File: config.mk
export PLATFORM = sky130hd
export DESIGN_NAME = serial_rx_param_flat
export DESIGN_NICKNAME = d
export VERILOG_FILES = /design/src/rtl/serial_rx_param_if.sv /design/src/rtl/serial_rx_param.sv /design/src/flat_wrapper.sv
export SDC_FILE = /design/constraint.sdc
export NUM_CORES = 1
export LEC_CHECK = 0
export CORE_UTILIZATION = 35
export DETAILED_ROUTE_END_ITERATION = 10
export SYNTH_ARGS = -nofsm -noshare
export SYNTH_HDL_FRONTEND = slang
export SYNTH_SLANG_ARGS = --single-unit
File: constraint.sdc
create_clock -name clk -period 3.8 [get_ports clk]
set_clock_uncertainty 0.1 [all_clocks]
set_input_delay 0.38 -clock clk [delete_from_list [all_inputs] [get_ports clk]]
set_output_delay 0.38 -clock clk [all_outputs]
set_load 0.01 [all_outputs]
File: src/rtl/serial_rx_param_if.sv
// serial_rx_param_if: serial line in, received word and status strobes out.
// master drives the line; slave is the receiver.
interface serial_rx_param_if #(
  parameter int DATA_W = 8
);
  logic              in;
  logic [DATA_W-1:0] out_byte;
  logic              done;
  logic              parity_err;
  logic              frame_err;
  logic              busy;

  modport master (
    output in,
    input  out_byte, done, parity_err, frame_err, busy
  );

  modport slave (
    input  in,
    output out_byte, done, parity_err, frame_err, busy
  );
endinterface

File: src/rtl/serial_rx_param.sv
// serial_rx_param: idle-high serial frame receiver, LSB first, 1..2 stop bits.
// Parity bit and PARITY state exist only when SERIAL_RX_PARITY_EN is defined.
module serial_rx_param #(
  parameter int DATA_W     = 8,
  parameter bit PARITY_ODD = 1'b1,
  parameter int STOP_BITS  = 1
) (
  input logic              clk,
  input logic              reset,
  serial_rx_param_if.slave bus
);
  localparam int CW = $clog2(DATA_W + 1);

  localparam logic [2:0] S_IDLE    = 3'd0;
  localparam logic [2:0] S_DATA    = 3'd1;
  localparam logic [2:0] S_STOP    = 3'd3;
  localparam logic [2:0] S_RECOVER = 3'd4;
`ifdef SERIAL_RX_PARITY_EN
  localparam logic [2:0] S_PARITY  = 3'd2;
`endif

  logic [2:0]        state_q, state_d;
  logic [CW-1:0]     cnt_q, cnt_d;
  logic [DATA_W-1:0] shift_q, shift_d;
  logic [DATA_W-1:0] out_q, out_d;
  logic              stop_q, stop_d;
  logic              done_q, done_d;
  logic              perr_q, perr_d;
  logic              ferr_q, ferr_d;
  logic              bad;
  logic              last_stop;
`ifdef SERIAL_RX_PARITY_EN
  logic              par_q, par_d;
  logic              bad_q, bad_d;
  assign bad = bad_q;
`else
  assign bad = 1'b0 & PARITY_ODD;
`endif

  assign last_stop = (stop_q == 1'(STOP_BITS - 1));

  always_comb begin
    state_d = state_q;
    cnt_d   = cnt_q;
    shift_d = shift_q;
    out_d   = out_q;
    stop_d  = stop_q;
    done_d  = 1'b0;
    perr_d  = 1'b0;
    ferr_d  = 1'b0;
`ifdef SERIAL_RX_PARITY_EN
    par_d   = par_q;
    bad_d   = bad_q;
`endif
    unique case (state_q)
      S_IDLE: begin
        if (!bus.in) begin
          state_d = S_DATA;
          cnt_d   = '0;
          stop_d  = 1'b0;
`ifdef SERIAL_RX_PARITY_EN
          par_d   = 1'b0;
`endif
        end
      end
      S_DATA: begin
        // Right shift: after DATA_W bits the first bit lands in bit 0.
        shift_d = (shift_q >> 1) | (DATA_W'(bus.in) << (DATA_W - 1));
        cnt_d   = cnt_q + 1'b1;
`ifdef SERIAL_RX_PARITY_EN
        par_d   = par_q ^ bus.in;
        if (cnt_q == CW'(DATA_W - 1)) state_d = S_PARITY;
`else
        if (cnt_q == CW'(DATA_W - 1)) state_d = S_STOP;
`endif
      end
`ifdef SERIAL_RX_PARITY_EN
      S_PARITY: begin
        bad_d   = ((par_q ^ bus.in) != PARITY_ODD);
        state_d = S_STOP;
      end
`endif
      S_STOP: begin
        if (!bus.in) begin
          state_d = S_RECOVER;
          ferr_d  = 1'b1;
        end else if (last_stop) begin
          state_d = S_IDLE;
          if (bad) begin
            perr_d = 1'b1;
          end else begin
            done_d = 1'b1;
            out_d  = shift_q;
          end
        end else begin
          stop_d = 1'b1;
        end
      end
      S_RECOVER: begin
        if (bus.in) state_d = S_IDLE;
      end
      default: state_d = S_IDLE;
    endcase
  end

  always_ff @(posedge clk or posedge reset) begin
    if (reset) begin
      state_q <= S_IDLE;
      cnt_q   <= '0;
      shift_q <= '0;
      out_q   <= '0;
      stop_q  <= 1'b0;
      done_q  <= 1'b0;
      perr_q  <= 1'b0;
      ferr_q  <= 1'b0;
`ifdef SERIAL_RX_PARITY_EN
      par_q   <= 1'b0;
      bad_q   <= 1'b0;
`endif
    end else begin
      state_q <= state_d;
      cnt_q   <= cnt_d;
      shift_q <= shift_d;
      out_q   <= out_d;
      stop_q  <= stop_d;
      done_q  <= done_d;
      perr_q  <= perr_d;
      ferr_q  <= ferr_d;
`ifdef SERIAL_RX_PARITY_EN
      par_q   <= par_d;
      bad_q   <= bad_d;
`endif
    end
  end

  assign bus.out_byte   = out_q;
  assign bus.done       = done_q;
  assign bus.parity_err = perr_q;
  assign bus.frame_err  = ferr_q;
  assign bus.busy       = (state_q != S_IDLE);
endmodule

File: src/flat_wrapper.sv
// flat-port wrapper written by rule: the top's interface ports become plain ports
module serial_rx_param_flat 
#(
  parameter int DATA_W     = 8,
  parameter bit PARITY_ODD = 1'b1,
  parameter int STOP_BITS  = 1
)
  (clk, reset, bus_in, bus_out_byte, bus_done, bus_parity_err, bus_frame_err, bus_busy);
  serial_rx_param_if #(.DATA_W(DATA_W)) bus_i ();
  input logic clk;
  input logic reset;
  input wire logic [$bits(bus_i.in)-1:0] bus_in;
  output wire logic [$bits(bus_i.out_byte)-1:0] bus_out_byte;
  output wire logic [$bits(bus_i.done)-1:0] bus_done;
  output wire logic [$bits(bus_i.parity_err)-1:0] bus_parity_err;
  output wire logic [$bits(bus_i.frame_err)-1:0] bus_frame_err;
  output wire logic [$bits(bus_i.busy)-1:0] bus_busy;
  assign bus_i.in = bus_in;
  assign bus_out_byte = bus_i.out_byte;
  assign bus_done = bus_i.done;
  assign bus_parity_err = bus_i.parity_err;
  assign bus_frame_err = bus_i.frame_err;
  assign bus_busy = bus_i.busy;
  serial_rx_param #(.DATA_W(DATA_W), .PARITY_ODD(PARITY_ODD), .STOP_BITS(STOP_BITS)) u_core (.clk(clk), .reset(reset), .bus(bus_i));
endmodule
# Yosys cells after proc, flatten, opt, wreduce, memory -nomap -nowiden
# Cells that the tools add are included.
# W data, S select, Z words.
[word_totals] regBits=26 latchBits=0 mem_bits_rw=0 romBits=0 inputBits=3 output_inout_bits=12 wordCells=44 mem_count=0
[classes] add_sub_neg=1 mul=0 n_div=0 order_cmp=0 eq_ne=9 n_shift=0 muxes=17 bitwise=2 n_reduce_logical=8
[op_table] op="$mux W3" n=5
[op_table] op="$pmux W3 S4" n=1
[op_table] op="$mux W1" n=8
[op_table] op="$or A7 B8 Y8" n=1
[op_table] op="$pmux W4 S2" n=1
[op_table] op="$ne A2 B2 Y1 const B" n=3
[op_table] op="$reduce_and A3 Y1" n=2
[op_table] op="$add A4 B1 Y4 const B" n=1
[op_table] op="$eq A4 B3 Y1 const B" n=1
[op_table] op="$mux W4" n=1
[op_table] op="$reduce_and A4 Y1" n=1
[op_table] op="$reduce_bool A2 Y1" n=2
[op_table] op="$eq A3 B1 Y1 const B" n=1
[op_table] op="$eq A3 B2 Y1 const B" n=1
[op_table] op="$eq A3 B3 Y1 const B" n=1
[op_table] op="$logic_not A3 Y1" n=1
[op_table] op="$ne A3 B3 Y1 const B" n=1
[op_table] op="$reduce_bool A3 Y1" n=1
[op_table] op="$ne A2 B1 Y1 const B" n=1
[op_table] op="$pmux W1 S2" n=1
[op_table] op="$reduce_and A2 Y1" n=1
[op_table] op="$not A1 Y1" n=1

# Longest topological paths before layout
# Gate-level depths: netlist of run 1.
[logic_depth] ltp_word=3 mapped_depth=4 depth_no_buf=4

# Worst setup path after synthesis of run 1
# Ideal clock, no wire load.
[synth_path] path_kind="register -> register" startpoint="register u_core.state_q[1]" endpoint="register u_core.shift_q[0]" setup_time_ns=0.125 t_arrival_ns=1.239 required_ns=3.575 slack_ns=2.336 path_stages_with_launch=4 n_path_buf=1 synth_period_minus_slack_ns=1.464 cell_sequence="dfrtp_1 nor3b_2 buf_4 mux2_2"
[synth_between] elab_chain_len=1
[synth_lines] item="start, declared" line_no="serial_rx_param.sv:22" source="logic [2:0] state_q, state_d;"
[synth_lines] item="start signal, assigned" line_no="serial_rx_param.sv:121" source="state_q <= state_d;"
[synth_lines] item="$eq A3 B1 Y1" line_no="serial_rx_param.sv:55" source="unique case (state_q)"
[synth_lines] item="end signal, assigned" line_no="serial_rx_param.sv:123" source="shift_q <= shift_d;"
[synth_lines] item="end, declared" line_no="serial_rx_param.sv:24" source="logic [DATA_W-1:0] shift_q, shift_d;"
# Every way passes these cells.
# A chain may end at the register's enable or synchronous reset.

# Worst setup path in the final report of run 1
[layout_path] startpoint="register u_core.state_q[1]" endpoint="output bus_busy"
[layout_between] elab_chain_len=1
[layout_lines] item="$reduce_bool A3 Y1" line_no="serial_rx_param.sv:140" source="assign bus.busy = (state_q != S_IDLE);"
[layout_lines] item="end, declared" line_no="flat_wrapper.sv:17" source="output wire logic [$bits(bus_i.busy)-1:0] bus_busy;"
# Every way passes these cells.

==> flow_metrics.env, run 1 <==
export IMPL_post_cts_buffers=0
export IMPL_antenna_found_initial=0
export IMPL_syn_nets=75
export IMPL_synth_seq_area_share=0.6135
export IMPL_rr_worst_depth=2
export IMPL_grt_ovfl_total=0
export IMPL_r2r_slack_ns=1.97
export IMPL_syn_area_um2=1020
export IMPL_synth_edf_count=0
export IMPL_cts_buffer_depth=2
export IMPL_cts_resized_gates=0
export IMPL_hold_slack_ns=0.4178
export IMPL_cp_required_ns=3.32
export IMPL_gp_congestion=0.6671
export IMPL_postLayoutCellArea_um2=1190
export IMPL_nNetsFinal=90
export IMPL_start_kind="register"
export IMPL_io_buffers=13
export IMPL_arrival_ns=1.43
export IMPL_cpMaxStageDelayCell="clkdlybuf4s50_1"
export IMPL_rsz0062_at_grt="no"
export IMPL_die_area_um2=3133
export IMPL_cts_max_level=1
export IMPL_wirelength_mm=1.456
export IMPL_fin_util=0.4315
export IMPL_crit_fanout=4
export IMPL_ys_flop_type="dfrtp_1"
export IMPL_p_total_mw=1.020
export IMPL_post_dp_hpwl_mm=1.029
export IMPL_worst_pin_slew_ns=0.9401
export IMPL_clock_latency_ns=0.31
export IMPL_clock_sinks=25
export IMPL_leakagePower_nw=0.5718
export IMPL_ant_nets=0
export IMPL_hold_violations=0
export IMPL_finalSetupViolCount=0
export IMPL_syn_inst=71
export IMPL_rows=19
export IMPL_cts_root_buf="clkbuf_4"
export IMPL_core_area_um2=2758
export IMPL_routed_via_density=4.672
export IMPL_via_count=542
export IMPL_postPlaceCellArea_um2=1162
export IMPL_drc=0
export IMPL_drive_above_1_share=0.2471
export IMPL_grt_pass1_wl_mm=2.518
export IMPL_slew_violations=0
export IMPL_grt_pass1_vias=546
export IMPL_initial_utilization=0.3698
export IMPL_ys_ff_latch=25
export IMPL_post_drt_wl_per_cell_um=12.55
export IMPL_outcome="finished clean"
export IMPL_cp_end_kind="output pin"
export IMPL_critPathMaxStageDelay_ns=0.48
export IMPL_worst_r2r_startpoint="u_core.state_q[1]"
export IMPL_crit_path_end="bus_busy"
export IMPL_finalCriticalPeriod_ns=1.910
export IMPL_slew_headroom=0.3726
export IMPL_max_freq_ghz=0.5236
export IMPL_yosysUniqueCellTypes=21
export IMPL_holdCritPathClass="register to register"
export IMPL_finalSetupTns_ns=0
export IMPL_drt_initial_drc_count=8
export IMPL_reg2reg_to="u_core.shift_q[7]"
export IMPL_grt_usage=0.1060
export IMPL_crit_family="buffers and inverters"
export IMPL_dr_pass1_iters=3
export IMPL_die_h_um=55.98
export IMPL_syn_area_per_cell_um2=14.36
export IMPL_min_from="u_core.cnt_q[0]"
export IMPL_die_width_um=55.98
export IMPL_maxCapViolCount=0
export IMPL_finalCritPeriodShare=0.5026
export IMPL_cp_depth=3
export IMPL_peakVddDrop_v=0.0003965
export IMPL_synthArstFlopShare=1.000
export IMPL_path_cells="nor2_1 > nand2_1 > clkdlybuf4s50_1"
export IMPL_synthToLayoutAreaGrowth_pct=16.69
export IMPL_worst_path_buf_inv=1
export IMPL_io_pins=15
export IMPL_ys_warn_count=0
export IMPL_cts_tree="yes"
export IMPL_antenna_cells=0
export IMPL_grt_start_max_net_pins=26
export IMPL_cts_reportedPaths_clkPinSlew_ns=0.14
export IMPL_cts_buffers=3
export IMPL_p_per_area_nw_per_um2=857.4
export IMPL_hold_buffers=0
export IMPL_critPathKind="register to output pin"
export IMPL_startpoint="u_core.state_q[1]"
==> state kept, by name (all words and copies together) (netlist names) <==
name / flops
u_core.bus.out_byte: 8
u_core.bus.frame_err: 1
u_core.shift_q: 8
u_core.state_q: 3
u_core.bus.done: 1
u_core.cnt_q: 4
==> cell type report <==
cell class / instances / area [um^2]
tap: 31 / 38.79
multi-input combinational: 38 / 349.1
fill: 257 / 1568
clock buffer: 3 / 22.52
timing repair buffer: 13 / 130.1
inverter: 5 / 18.77
clock inverter: 1 / 5.005
sequential: 25 / 625.6
==> logic make-up (layout without fill, tap and decap cells) <==
| family | after synthesis | count (layout) | synth area share |
|---|---|---|---|
| mux | 16 | 16 | 0.2061 |
| simple gates | 12 | 12 | 0.06871 |
| compound gates | 7 | 7 | 0.04294 |
| xor+xnor | 1 | 1 | 0.008591 |
| buf+inv | 8 | 22 | 0.04417 |
| flops | 25 | 25 | 0.6135 |
| fa+ha+maj | 1 | 1 | 0.01227 |
| other cells | 1 | 1 | 0.003677 |
==> cell usage after synthesis (2+ instances only) <==
cell	instances	area share
nand2_1	2	0.0074
inv_1	5	0.018
dfrtp_1	25	0.61
mux2_2	8	0.088
buf_4	2	0.015
a21oi_1	3	0.015
mux2_4	8	0.12
a22o_1	2	0.017
nor2_1	4	0.015
==> power breakdown <==
| part | switching, mW | internal [mW] | total, mW |
|---|---|---|---|
| registers | 0.0824 | 0.387 | 0.470 |
| clock network | 0.0771 | 0.0393 | 0.116 |
| logic | 0.160 | 0.274 | 0.434 |
==> worst min path at each step <==
| stage | endpoint | cells past startpoint |
|---|---|---|
| floorplan | u_core.bus.done | 1 |
| global placement | u_core.cnt_q[0] | 1 |
| detailed placement | u_core.bus.out_byte[4] | 1 |
| CTS | u_core.cnt_q[0] | 1 |
| global route | u_core.cnt_q[0] | 1 |
| finish | u_core.cnt_q[0] | 1 |
==> placed cells by master, fill, tap and decap left out, drive strengths merged <==
cell,count
dfrtp,25
mux2,16
clkdlybuf4s50,13
inv,5
nor2,4
a21oi,3
clkbuf,3
nand2,2
a22o,2
nand3b,1
or2,1
nor3b,1
o21ai,1
nand2b,1
a31oi,1
and4b,1
nand3,1
xnor2,1
ha,1
conb,1
clkinv,1
==> through the flow <==
stage          std cells  setup slack, ns
6_report             116            1.890
5_1_grt              116            1.805
4_1_cts              116            1.869
3_5_place_dp         112            1.824
3_3_place_gp         112            1.854
2_1_floorplan         71            2.336
==> metal layers <==
layer | routed length (um) | GRT usage | vias to the layer above
li1 | - | - | 269
met2 | 675 | 0.1616 | 10
met5 | 0 | 0 | -
met3 | 60 | 0.02558 | 2
met1 | 703 | 0.1370 | 261
met4 | 15 | 0.06272 | 0
(Power assumes the default switching activity.)
==> inputs of run 2 (changes only) <==
- clock period: 3.8 -> 1.75 ns (I/O delays scaled with it)
==> flow_metrics.env, run 2 (synthesis results as in run 1) <==
export IMPL_worst_path_buf_inv=1
export IMPL_finalSetupViolCount=0
export IMPL_cp_required_ns=1.89
export IMPL_finalSetupTns_ns=0
export IMPL_dr_pass1_iters=3
export IMPL_cts_buffers=3
export IMPL_antenna_found_initial=0
export IMPL_peakVddDrop_v=0.0009769
export IMPL_antenna_cells=0
export IMPL_leakagePower_nw=0.6052
export IMPL_die_width_um=55.98
export IMPL_setup_slack_ns=0.06318
export IMPL_final_cell_mix="dfrtp_1 (25), clkdlybuf4s50_1 (12), mux2_4 (8), mux2_2 (8), buf_4 (7)"
export IMPL_internal_power_mw=1.592
export IMPL_ant_nets=0
export IMPL_cts_reportedPaths_clkPinSlew_ns=0.14
export IMPL_cts_max_level=1
export IMPL_clock_sinks=25
export IMPL_post_drt_wl_per_cell_um=11.83
export IMPL_drive_above_1_share=0.3152
export IMPL_finalCritPeriodShare=0.9639
export IMPL_gp_congestion=0.6366
export IMPL_cp_end_kind="register"
export IMPL_crit_family="simple AND/OR/NAND/NOR gates"
export IMPL_initial_utilization=0.3698
export IMPL_layout_commonest_cell="dfrtp_1"
export IMPL_io_pins=15
export IMPL_post_place_ws_ns=0.03024
export IMPL_cpMaxStageDelayCell="dfrtp_1"
export IMPL_grt_pass1_wl_mm=2.532
export IMPL_io_buffers=13
export IMPL_critPathKind="register to register"
export IMPL_power_frac_comb=0.444
export IMPL_max_freq_ghz=0.5928
export IMPL_grt_usage=0.1109
export IMPL_core_area_um2=2758
export IMPL_arrival_ns=1.82
export IMPL_drt_initial_drc_count=7
export IMPL_power_switching_mw=0.7122
export IMPL_cts_tree="yes"
export IMPL_clock_latency_ns=0.33
export IMPL_outcome="finished clean"
export IMPL_holdCritPathClass="input port to asynchronous set/reset pin"
export IMPL_p_per_area_nw_per_um2=1847
export IMPL_fillCellCount=262
export IMPL_swShare=0.3091
export IMPL_die_h_um=55.98
export IMPL_cts_root_buf="clkbuf_4"
export IMPL_drc=0
export IMPL_grt_pass1_vias=563
export IMPL_via_count=574
export IMPL_finalCriticalPeriod_ns=1.687
export IMPL_routed_via_density=4.667
export IMPL_maxCapViolCount=0
export IMPL_post_dp_hpwl_um=998.7
export IMPL_path_cells="buf_4 > nand3b_1 > or2_2 > mux2_4"
export IMPL_nNetsFinal=97
export IMPL_synthToLayoutAreaGrowth_pct=22.33
export IMPL_start_kind="register"
export IMPL_slew_violations=0
export IMPL_rows=19
export IMPL_rsz0062_at_grt="no"
export IMPL_hold_buffers=0
export IMPL_grt_ovfl_total=0
export IMPL_critPathMaxStageDelay_ns=0.42
export IMPL_grt_start_max_net_pins=26
export IMPL_power_clock_fraction=0.115
export IMPL_die_area_um2=3133
export IMPL_p_seq_frac=0.441
export IMPL_wirelength_mm=1.455
export IMPL_crit_fanout=9
export IMPL_cts_buffer_depth=2
export IMPL_hold_violations=0
## run 2: path summary, 6_finish.rpt
| check | slack [ns] | from | to | depth (start not counted) |
|---|---|---|---|---|
| max in group asynchronous | 1.23 | reset | u_core.state_q[0] | 3 |
| worst min register to register | 0.41 | u_core.shift_q[0] | u_core.bus.out_byte[0] | 1 |
| worst min-delay path | 0.07 | reset | u_core.cnt_q[2] | 3 |
| worst max-delay path | 0.06 | u_core.state_q[2] | u_core.bus.out_byte[2] | 4 |
| min in group clk | 0.40 | bus_in | u_core.bus.frame_err | 3 |
| worst max register to register | 0.06 | u_core.state_q[2] | u_core.bus.out_byte[2] | 4 |
## run 2: area by class of cell
cell class | instances | area, um^2 | area share
Sequential cell | 25 | 625.6 | 0.5015
Multi-Input combinational cell | 38 | 349.1 | 0.2798
Timing Repair Buffer | 20 | 185.2 | 0.1484
Tap cell | 31 | 38.79 | 0.03109
Clock buffer | 3 | 22.52 | 0.01805
Inverter | 5 | 18.77 | 0.01505
Clock inverter | 1 | 7.507 | 0.006018
## run 2: through the flow
| stage | power, mW | instance area (um^2) | std cells | hold WS (ns) | util |
|---|---|---|---|---|---|
| 2_1_floorplan | 1.681 | 1020 | 71 | 0.1023 | - |
| 3_3_place_gp | 2.035 | 1200 | 117 | 0.3884 | 0.4351 |
| 4_1_cts | 2.334 | 1230 | 121 | 0.07035 | 0.4460 |
| 6_report | 2.304 | 1247 | 123 | 0.07036 | 0.4524 |
| 5_1_grt | 2.488 | 1247 | 123 | 0.09697 | 0.4524 |
| 3_5_place_dp | 2.062 | 1200 | 117 | 0.3951 | 0.4351 |
## run 2: repair_timing
action | 4_1_cts | 5_1_grt
resized for setup | 0 | 2
setup endpoints to repair | 0 | 1
buffers inserted | 0 | 2
## run 2: power groups by stage
stage	Combinational [mW]	Sequential, mW	Clock [mW]
after floorplan	0.644	1.04	0
after CTS	1.03	1.02	0.285
final	1.02	1.02	0.266
after global placement	1.01	1.03	0
after detailed placement	1.03	1.03	0
after global routing	1.12	1.06	0.308
## run 2: worst reg2reg max path, delay by kind of cell, from the launching register on
kind                   cells  cell delay (ns)
AND/OR/NAND/NOR            2             0.60
flip-flops                 1             0.42
multiplexers               1             0.33
buffers and inverters      1             0.14
## run 2: per-layer routing
metal	global-route usage	wire length (um)	up-vias
met1	0.1337	674	274
met2	0.1650	665	13
li1	-	-	282
met5	0	0	-
met3	0.04884	75	5
met4	0.06272	39	0
